[src/rtl/multicycle_control.sv]
// Multi-cycle RV32I control FSM: fetch/decode/exec/mem/wb sequencing, memory timeout, instret.
// Optional MULTICYCLE_CONTROL_TRAP_EN: unknown opcodes trap (o_trap) instead of retiring as NOP.
module multicycle_control #(
    parameter int MEM_TIMEOUT = 16,
    parameter int CNT_W       = 32
) (
    input  logic             i_clk,
    input  logic             i_rst_n,
    input  logic [6:0]       i_opcode,
    input  logic             i_imem_ready,
    input  logic             i_dmem_ready,
    input  logic             i_branch_taken,
    output logic             o_imem_ren,
    output logic             o_ir_wen,
    output logic [5:0]       o_imm_fmt,
    output logic             o_alu_imm,
    output logic             o_alu_pc,
    output logic             o_dmem_ren,
    output logic             o_dmem_wen,
    output logic             o_rd_wen,
    output logic [1:0]       o_wb_sel,
    output logic             o_pc_wen,
    output logic [1:0]       o_pc_sel,
    output logic             o_retire,
    output logic [CNT_W-1:0] o_instret,
`ifdef MULTICYCLE_CONTROL_TRAP_EN
    output logic             o_trap,
`endif
    output logic             o_fault
);

    localparam logic [6:0] OP_LUI   = 7'b0110111;
    localparam logic [6:0] OP_AUIPC = 7'b0010111;
    localparam logic [6:0] OP_JAL   = 7'b1101111;
    localparam logic [6:0] OP_JALR  = 7'b1100111;
    localparam logic [6:0] OP_BR    = 7'b1100011;
    localparam logic [6:0] OP_LOAD  = 7'b0000011;
    localparam logic [6:0] OP_STORE = 7'b0100011;
    localparam logic [6:0] OP_IMM   = 7'b0010011;
    localparam logic [6:0] OP_REG   = 7'b0110011;

    localparam int TW = (MEM_TIMEOUT > 1) ? $clog2(MEM_TIMEOUT + 1) : 1;
    localparam logic [TW-1:0] TMO_LAST = TW'((MEM_TIMEOUT == 0) ? 0 : MEM_TIMEOUT - 1);

    typedef enum logic [2:0] {
        S_IDLE, S_FETCH, S_DECODE, S_EXEC, S_MEM, S_WB, S_FAULT, S_TRAP
    } state_t;

    state_t           r_state, w_next;
    logic [6:0]       r_opc;
    logic [TW-1:0]    r_tmo;
    logic [CNT_W-1:0] r_instret;
    logic             w_tmo_hit;
    logic             w_wait;

    // one-hot {J,U,B,S,I,R}; unknown opcodes fall back to R
    function automatic logic [5:0] imm_fmt(input logic [6:0] op);
        case (op)
            OP_JAL:                     return 6'b100000;
            OP_LUI, OP_AUIPC:           return 6'b010000;
            OP_BR:                      return 6'b001000;
            OP_STORE:                   return 6'b000100;
            OP_IMM, OP_LOAD, OP_JALR:   return 6'b000010;
            default:                    return 6'b000001;
        endcase
    endfunction

    function automatic logic known(input logic [6:0] op);
        case (op)
            OP_LUI, OP_AUIPC, OP_JAL, OP_JALR, OP_BR,
            OP_LOAD, OP_STORE, OP_IMM, OP_REG: return 1'b1;
            default:                           return 1'b0;
        endcase
    endfunction

    assign w_tmo_hit = (MEM_TIMEOUT != 0) && (r_tmo == TMO_LAST);
    assign w_wait    = ((r_state == S_FETCH) && !i_imem_ready) ||
                       ((r_state == S_MEM)   && !i_dmem_ready);
    assign o_instret = r_instret;

    always_comb begin
        w_next     = r_state;
        o_imem_ren = 1'b0;
        o_ir_wen   = 1'b0;
        o_imm_fmt  = 6'b0;
        o_alu_imm  = 1'b0;
        o_alu_pc   = 1'b0;
        o_dmem_ren = 1'b0;
        o_dmem_wen = 1'b0;
        o_rd_wen   = 1'b0;
        o_wb_sel   = 2'b00;
        o_pc_wen   = 1'b0;
        o_pc_sel   = 2'b00;
        o_retire   = 1'b0;
        o_fault    = 1'b0;
`ifdef MULTICYCLE_CONTROL_TRAP_EN
        o_trap     = 1'b0;
`endif
        // operand selects stay stable from EXEC through WB so the ALU result holds
        if (r_state == S_EXEC || r_state == S_MEM || r_state == S_WB) begin
            o_imm_fmt = imm_fmt(r_opc);
            o_alu_imm = (r_opc == OP_IMM) || (r_opc == OP_LOAD) ||
                        (r_opc == OP_STORE) || (r_opc == OP_JALR);
            o_alu_pc  = (r_opc == OP_AUIPC) || (r_opc == OP_JAL);
        end
        case (r_state)
            S_IDLE: w_next = S_FETCH;
            S_FETCH: begin
                o_imem_ren = 1'b1;
                if (i_imem_ready) begin
                    o_ir_wen = 1'b1;
                    w_next   = S_DECODE;
                end else if (w_tmo_hit) begin
                    w_next   = S_FAULT;
                end
            end
            S_DECODE: begin
                o_imm_fmt = imm_fmt(i_opcode);
                if (known(i_opcode)) begin
                    w_next = S_EXEC;
                end else begin
`ifdef MULTICYCLE_CONTROL_TRAP_EN
                    w_next = S_TRAP;
`else
                    o_pc_wen = 1'b1;
                    o_retire = 1'b1;
                    w_next   = S_FETCH;
`endif
                end
            end
            S_EXEC: begin
                if (r_opc == OP_BR) begin
                    o_pc_wen = 1'b1;
                    o_pc_sel = i_branch_taken ? 2'b01 : 2'b00;
                    o_retire = 1'b1;
                    w_next   = S_FETCH;
                end else if (r_opc == OP_LOAD || r_opc == OP_STORE) begin
                    w_next   = S_MEM;
                end else begin
                    w_next   = S_WB;
                end
            end
            S_MEM: begin
                o_dmem_ren = (r_opc == OP_LOAD);
                o_dmem_wen = (r_opc == OP_STORE);
                if (i_dmem_ready) begin
                    if (r_opc == OP_LOAD) begin
                        w_next = S_WB;
                    end else begin
                        o_pc_wen = 1'b1;
                        o_retire = 1'b1;
                        w_next   = S_FETCH;
                    end
                end else if (w_tmo_hit) begin
                    w_next = S_FAULT;
                end
            end
            S_WB: begin
                o_rd_wen = 1'b1;
                o_pc_wen = 1'b1;
                o_retire = 1'b1;
                w_next   = S_FETCH;
                case (r_opc)
                    OP_LOAD:          o_wb_sel = 2'b01;
                    OP_JAL, OP_JALR:  o_wb_sel = 2'b10;
                    OP_LUI:           o_wb_sel = 2'b11;
                    default:          o_wb_sel = 2'b00;
                endcase
                if (r_opc == OP_JAL)       o_pc_sel = 2'b01;
                else if (r_opc == OP_JALR) o_pc_sel = 2'b10;
            end
            S_FAULT: begin
                o_imm_fmt = 6'b0;
                o_alu_imm = 1'b0;
                o_alu_pc  = 1'b0;
                o_fault   = 1'b1;
            end
            S_TRAP: begin
`ifdef MULTICYCLE_CONTROL_TRAP_EN
                o_trap = 1'b1;
`endif
            end
            default: w_next = S_IDLE;
        endcase
    end

    always_ff @(posedge i_clk or negedge i_rst_n) begin
        if (!i_rst_n) begin
            r_state   <= S_IDLE;
            r_opc     <= 7'b0;
            r_tmo     <= '0;
            r_instret <= '0;
        end else begin
            r_state <= w_next;
            if (r_state == S_DECODE) r_opc <= i_opcode;
            // counter is zero on every entry to FETCH/MEM since it clears in all other states
            if (w_wait && MEM_TIMEOUT != 0) r_tmo <= r_tmo + TW'(1);
            else                            r_tmo <= '0;
            if (o_retire) r_instret <= r_instret + CNT_W'(1);
        end
    end

endmodule

[config.mk]
export PLATFORM = sky130hd
export DESIGN_NAME = multicycle_control
export DESIGN_NICKNAME = d
export VERILOG_FILES = /design/src/rtl/multicycle_control.sv
export SDC_FILE = /design/constraint.sdc
export NUM_CORES = 1
export LEC_CHECK = 0
export ABC_AREA = 1
export BUFFER_PORTS_ARGS = -buffer_cell sky130_fd_sc_hd__buf_4
export CORE_ASPECT_RATIO = 0.6
export CORE_MARGIN = 3
export CORE_UTILIZATION = 45
export CTS_CLUSTER_DIAMETER = 40
export CTS_CLUSTER_SIZE = 12
export DETAILED_ROUTE_END_ITERATION = 7
export PLACE_DENSITY_LB_ADDON = 0.08
export SYNTH_ARGS = -nofsm -noshare
export SYNTH_HDL_FRONTEND = slang
export SYNTH_SLANG_ARGS = --single-unit
[constraint.sdc]
create_clock -name i_clk -period 3.5 [get_ports i_clk]
set_clock_uncertainty 0.1 [all_clocks]
set_input_delay 0.7 -clock i_clk [delete_from_list [all_inputs] [get_ports i_clk]]
set_output_delay 0.7 -clock i_clk [all_outputs]
set_load 0.005 [all_outputs]
# Yosys cells after proc, flatten, opt, wreduce, memory -nomap -nowiden
# Cells that the tools add are included.
[totals]
ff_bits = 47
inputBits = 12
[classes]
n_addsub = 2
n_eq_ne = 24
mux = 38
reduce_logical = 21
[op_table]
columns = ["operator", "n"]
rows = [
  ["6-bit case mux with 5 select lines", 2],
  ["7-bit == test, second input constant", 6],
  ["7-bit by 6-bit == test with 1-bit output, second input constant", 5],
  ["32-bit by 1-bit adder with 32-bit output, second input constant", 1],
  ["7-bit by 5-bit == test with 1-bit output, second input constant", 4],
  ["1-bit 2-to-1 mux", 20],
  ["3-bit 2-to-1 mux", 5],
  ["3-bit case mux with 5 select lines", 1],
  ["7-bit by 2-bit == test with 1-bit output, second input constant", 2],
  ["6-bit case mux with 2 select lines", 1],
  ["3-bit == test, second input constant", 3],
  ["9-bit OR reduction", 1],
  ["1-bit logical OR", 8],
  ["2-bit 2-to-1 mux", 4],
  ["2-bit OR reduction", 4],
  ["3-bit by 2-bit == test with 1-bit output, second input constant", 2],
  ["6-bit 2-to-1 mux", 1],
  ["2-bit case mux with 3 select lines", 1],
  ["3-bit OR reduction", 2],
  ["5-bit by 1-bit adder with 5-bit output, second input constant", 1],
  ["5-bit by 4-bit == test with 1-bit output, second input constant", 1],
  ["5-bit 2-to-1 mux", 1],
  ["5-bit nonzero test", 1],
  ["1-bit case mux with 4 select lines", 1],
  ["5 further kinds", 7],
]

# Longest topological paths before layout
[logic_depth]
ltp_word = 6
ltp_mapped = 12

# Least setup slack after synthesis
# OpenSTA, ideal clock, no wires.
[synth_path]
path_type = "in2out"
start = "input i_opcode[1]"
end = "output o_retire"
arrival_ns = 1.728
t_required_ns = 2.700
path_slack_ns = 0.972
path_stages = 11
path_buffers = 2
cell_sequence = "nand2_1 > nor2_1 > nand2_1 > nand2_1 > nor2_2 > nand3_4 > nand2_8 > nand2_8 > buf_6 > inv_2 > buf_4"
[synth_via]
elab_chain_len = 6
word_cells_on_any_way = 14
cone_classes = "9 x eq/ne; 4 x mux; 1 x reduce/logical"
[synth_lines]
columns = ["element", "line_no", "rtl"]
rows = [
  ["start, declared", "9", "input logic [6:0] i_opcode,"],
  ["7-bit by 6-bit == test with 1-bit output, or another cell as far along", "69", "case (op)"],
  ["9-bit OR reduction (*)", "69", ""],
  ["1-bit 2-to-1 mux (*)", "69", ""],
  ["1-bit 2-to-1 mux (*)", "106", "case (r_state)"],
  ["1-bit 2-to-1 mux (*)", "n/a", ""],
  ["1-bit case mux with 4 select lines (*)", "n/a", ""],
  ["end, declared", "24", "output logic o_retire,"],
]
# Mark *: on every way between the ends. The rest lies on a longest branch, timed or not. The select of a mux whose other input is x is not followed.

# Worst setup path in the final report
[layout_path]
start = "input i_opcode[1]"
end = "output o_pc_wen"
[layout_via]
elab_chain_len = 6
word_cells_on_any_way = 14
cone_classes = "9 x eq/ne; 4 x mux; 1 x reduce/logical"
[layout_lines]
columns = ["element", "line_no", "rtl"]
rows = [
  ["7-bit by 6-bit == test with 1-bit output, or another cell as far along", "69", ""],
  ["9-bit OR reduction (*)", "69", ""],
  ["1-bit 2-to-1 mux (*)", "69", ""],
  ["1-bit 2-to-1 mux (*)", "106", ""],
  ["1-bit 2-to-1 mux (*)", "119", "if (known(i_opcode)) begin"],
  ["1-bit case mux with 4 select lines (*)", "106", ""],
  ["end, declared", "22", "output logic o_pc_wen,"],
]
# Marks and branches as above.

==> run metrics <==
Clock transition at path regs about 60 ps; count of input and output buffers 63; fin nets approximately 600; Die X about 120 µm; mux share of post-synthesis cell area 0%; crit path max fanout 33; CTS root buf clkbuf_16; critical path class input port to output pin; fmax ~340 MHz; layout overhead on the synthesized area 18.6%; Fin. Hold Viols 0; Resized cells post-CTS 0; Inserted Clock Buffers 5; initial antenna violation count 0; global-route wire length before repair about 16 mm; FF-to-FF End o_instret[28]; initial DRC count about 350; ant diodes 0; Clk Latency, worst-skew pair just under 300 ps; Simple-Gate Fraction of Synth Area between 40% and 50%; commonest non-fill, non-tap cell in the layout nand2_1; final total power between 1000 and 1500 µW; Crit. End Element output pin; synthesized area per cell 6.65 µm²; Post-CTS Setup Inserts 0; Final GP Congestion about 1; Hold Path Class input port to async pin; share of layout cells above drive strength 1 18.3%; Synth Net Count 538; worst-path cell chain buf_4 -> nand2_1 -> nor2_1 -> nand2_1 -> nand2_1 -> nor2_2 -> nand3_4 -> nand2_8 -> nand2_8 -> inv_2 -> buf_4; total die area roughly 9000 µm²; Synth Area in Adders 1.80%; leading cell types in the layout, fill and taps excluded 206 x nand2_1, 74 x nor2_1, 66 x buf_4; Row Count 24; Post-Syn Instances 521; Synth warnings 0; vias in the first global route ~3100; Worst path slowest cell nand2_8; critical path startpoint category input port; worst-margin pin slew 586 ps; crit path DAT 2180 ps; # H-tree levels 2; First-pass DRT Iterations 5; Final ANT Viol Nets 0; Synth cell types 35; most used cell, CP nand2_1; final WL about 9.8 mm; Yosys reg bits 47; Seq/Total Area, Yosys approximately a third; fill count about 730; unrepaired setup endpoints after global routing false; largest stage delay on the critical path approximately 210 ps; Pleak approximately 0.0020 µW; Tcrit/Tclk final a little under nine tenths; total core area approximately 7400 µm²; I/O pin total 64; r2r worst-path depth 10; Worst EP required 2700 ps; Post-Syn Area roughly 3500 µm²; via count 3502; outcome complete, no violations; reg2reg setup slack around 1400 ps; FF-to-FF Start o_instret[0]; cell area power density approximately 250 nW/µm²; clk sink count 47; # Max-Cap Violations 0; final setup vio count 0; largest family of logic cells by synthesized area simple AND/OR/NAND/NOR gates; post-synthesis xor/xnor area fraction between 4 and 5%; setup TNS 0 ps; height of the die 74.0 µm; Final min period ~3000 ps; CTS Buffer Depth 2; Slew Viols, Final 0; vias per cell between 5 and 6; Multi-input gate area slightly above 2000 µm²; FF+latch area 1180 µm²; drt wl/cell ~14 µm; largest net degree at the start of global routing 48; Overflow after GRT 0; Layout Utilization between 50% and 60%; residual DRC count 0; max-slew headroom at the worst pin ~60%; Hold Buf Count CTS 0; Total Routing Usage GR around a quarter; post-synthesis compound-gate area fraction about 4.3%; initial core utilization a little under half; peak supply drop 194 µV; CTS tree built; HPWL after DPL approximately 7.6 mm
==> logic make-up (layout without fill, tap and decap cells) <==
kind of cell	count (synthesis)	after routing
XOR/XNOR	16	16
adder cells (fa/ha/maj)	5	5
buffers and inverters	56	115
flip-flops	47	47
AO/OA/AOI/OAI	27	27
AND/OR/NAND/NOR	370	370
==> cell usage after synthesis <==
cell      instances  area share, %
a211oi_1          1           0.22
a21o_1            1           0.22
a21oi_1           7            1.0
a31oi_1           1           0.18
buf_12            1           0.58
buf_4             5            1.1
buf_6             2           0.65
buf_8             1           0.43
clkbuf_1          4           0.43
dfrtp_1          47             34
ha_1              5            1.8
inv_1            32            3.5
inv_2             9           0.97
inv_4             2           0.36
nand2_1         206             22
nand2_2           5           0.90
nand2_4           1           0.32
nand2_8           2            1.2
nand3_1          47            6.8
nand3_4           1           0.51
nand3b_1         14            3.0
nand4_1           1           0.18
nor2_1           74            8.0
nor2_2            7            1.3
nor2_4            4            1.3
nor3_1            2           0.29
nor3_2            2           0.58
nor3_4            2           0.94
nor3b_1           1           0.22
nor4_1            1           0.18
o21a_1            1           0.22
o21ai_0          12            1.7
o22ai_1           4           0.72
xnor2_1           4            1.0
xor2_1           12            3.0
==> layer usage <==
metal | GRT usage (%) | wire [µm] | up-vias
met2 | 30.3 | 3500 | 141
met5 | 0 | 0 | -
li1 | - | - | 1759
met1 | 37.7 | 5200 | 1590
met3 | 7.29 | 998 | 12
met4 | 4.31 | 89 | 0
==> worst max path at each step <==
stage | from | to
after global placement | i_opcode[1] | o_retire
after floorplan | i_opcode[1] | o_retire
after CTS | i_opcode[1] | o_retire
after detailed placement | i_opcode[1] | o_retire
final | i_opcode[1] | o_pc_wen
after global routing | r_opc[3] | o_pc_wen
==> report_power, final <==
part	internal (µW)	switching, µW
registers	543	0
logic	11.9	23.9
clock network	257	191
total	812	215
==> metrics by stage <==
stage	std cells	hold WS [ps]	area (µm²)	setup slack, ps
global route	684	372	4110	381
global placement	678	361	3980	647
detailed placement	678	358	3980	553
CTS	684	337	4110	550
finish	684	317	4110	516
floorplan	521	304	3470	972
==> area by class of cell <==
type                            count  share of cell area [%]
Inverter                           43                    4.05
Sequential cell                    47                    28.6
Timing Repair Buffer               66                    12.1
Clock buffer                        6                    3.13
Tap cell                          104                    3.16
Multi-Input combinational cell    418                    49.0
==> worst max-delay path, delay by kind of cell <==
family / cells / cell delay, ps
simple gates: 8 / 1140
buf+inv: 3 / 310
==> state kept, by name, indices dropped and copies added, names as in the netlist <==
| register | cells |
|---|---|
| o_instret | 32 |
| r_tmo | 5 |
| r_state | 3 |
| r_opc | 7 |
(Power assumes the default switching activity.)
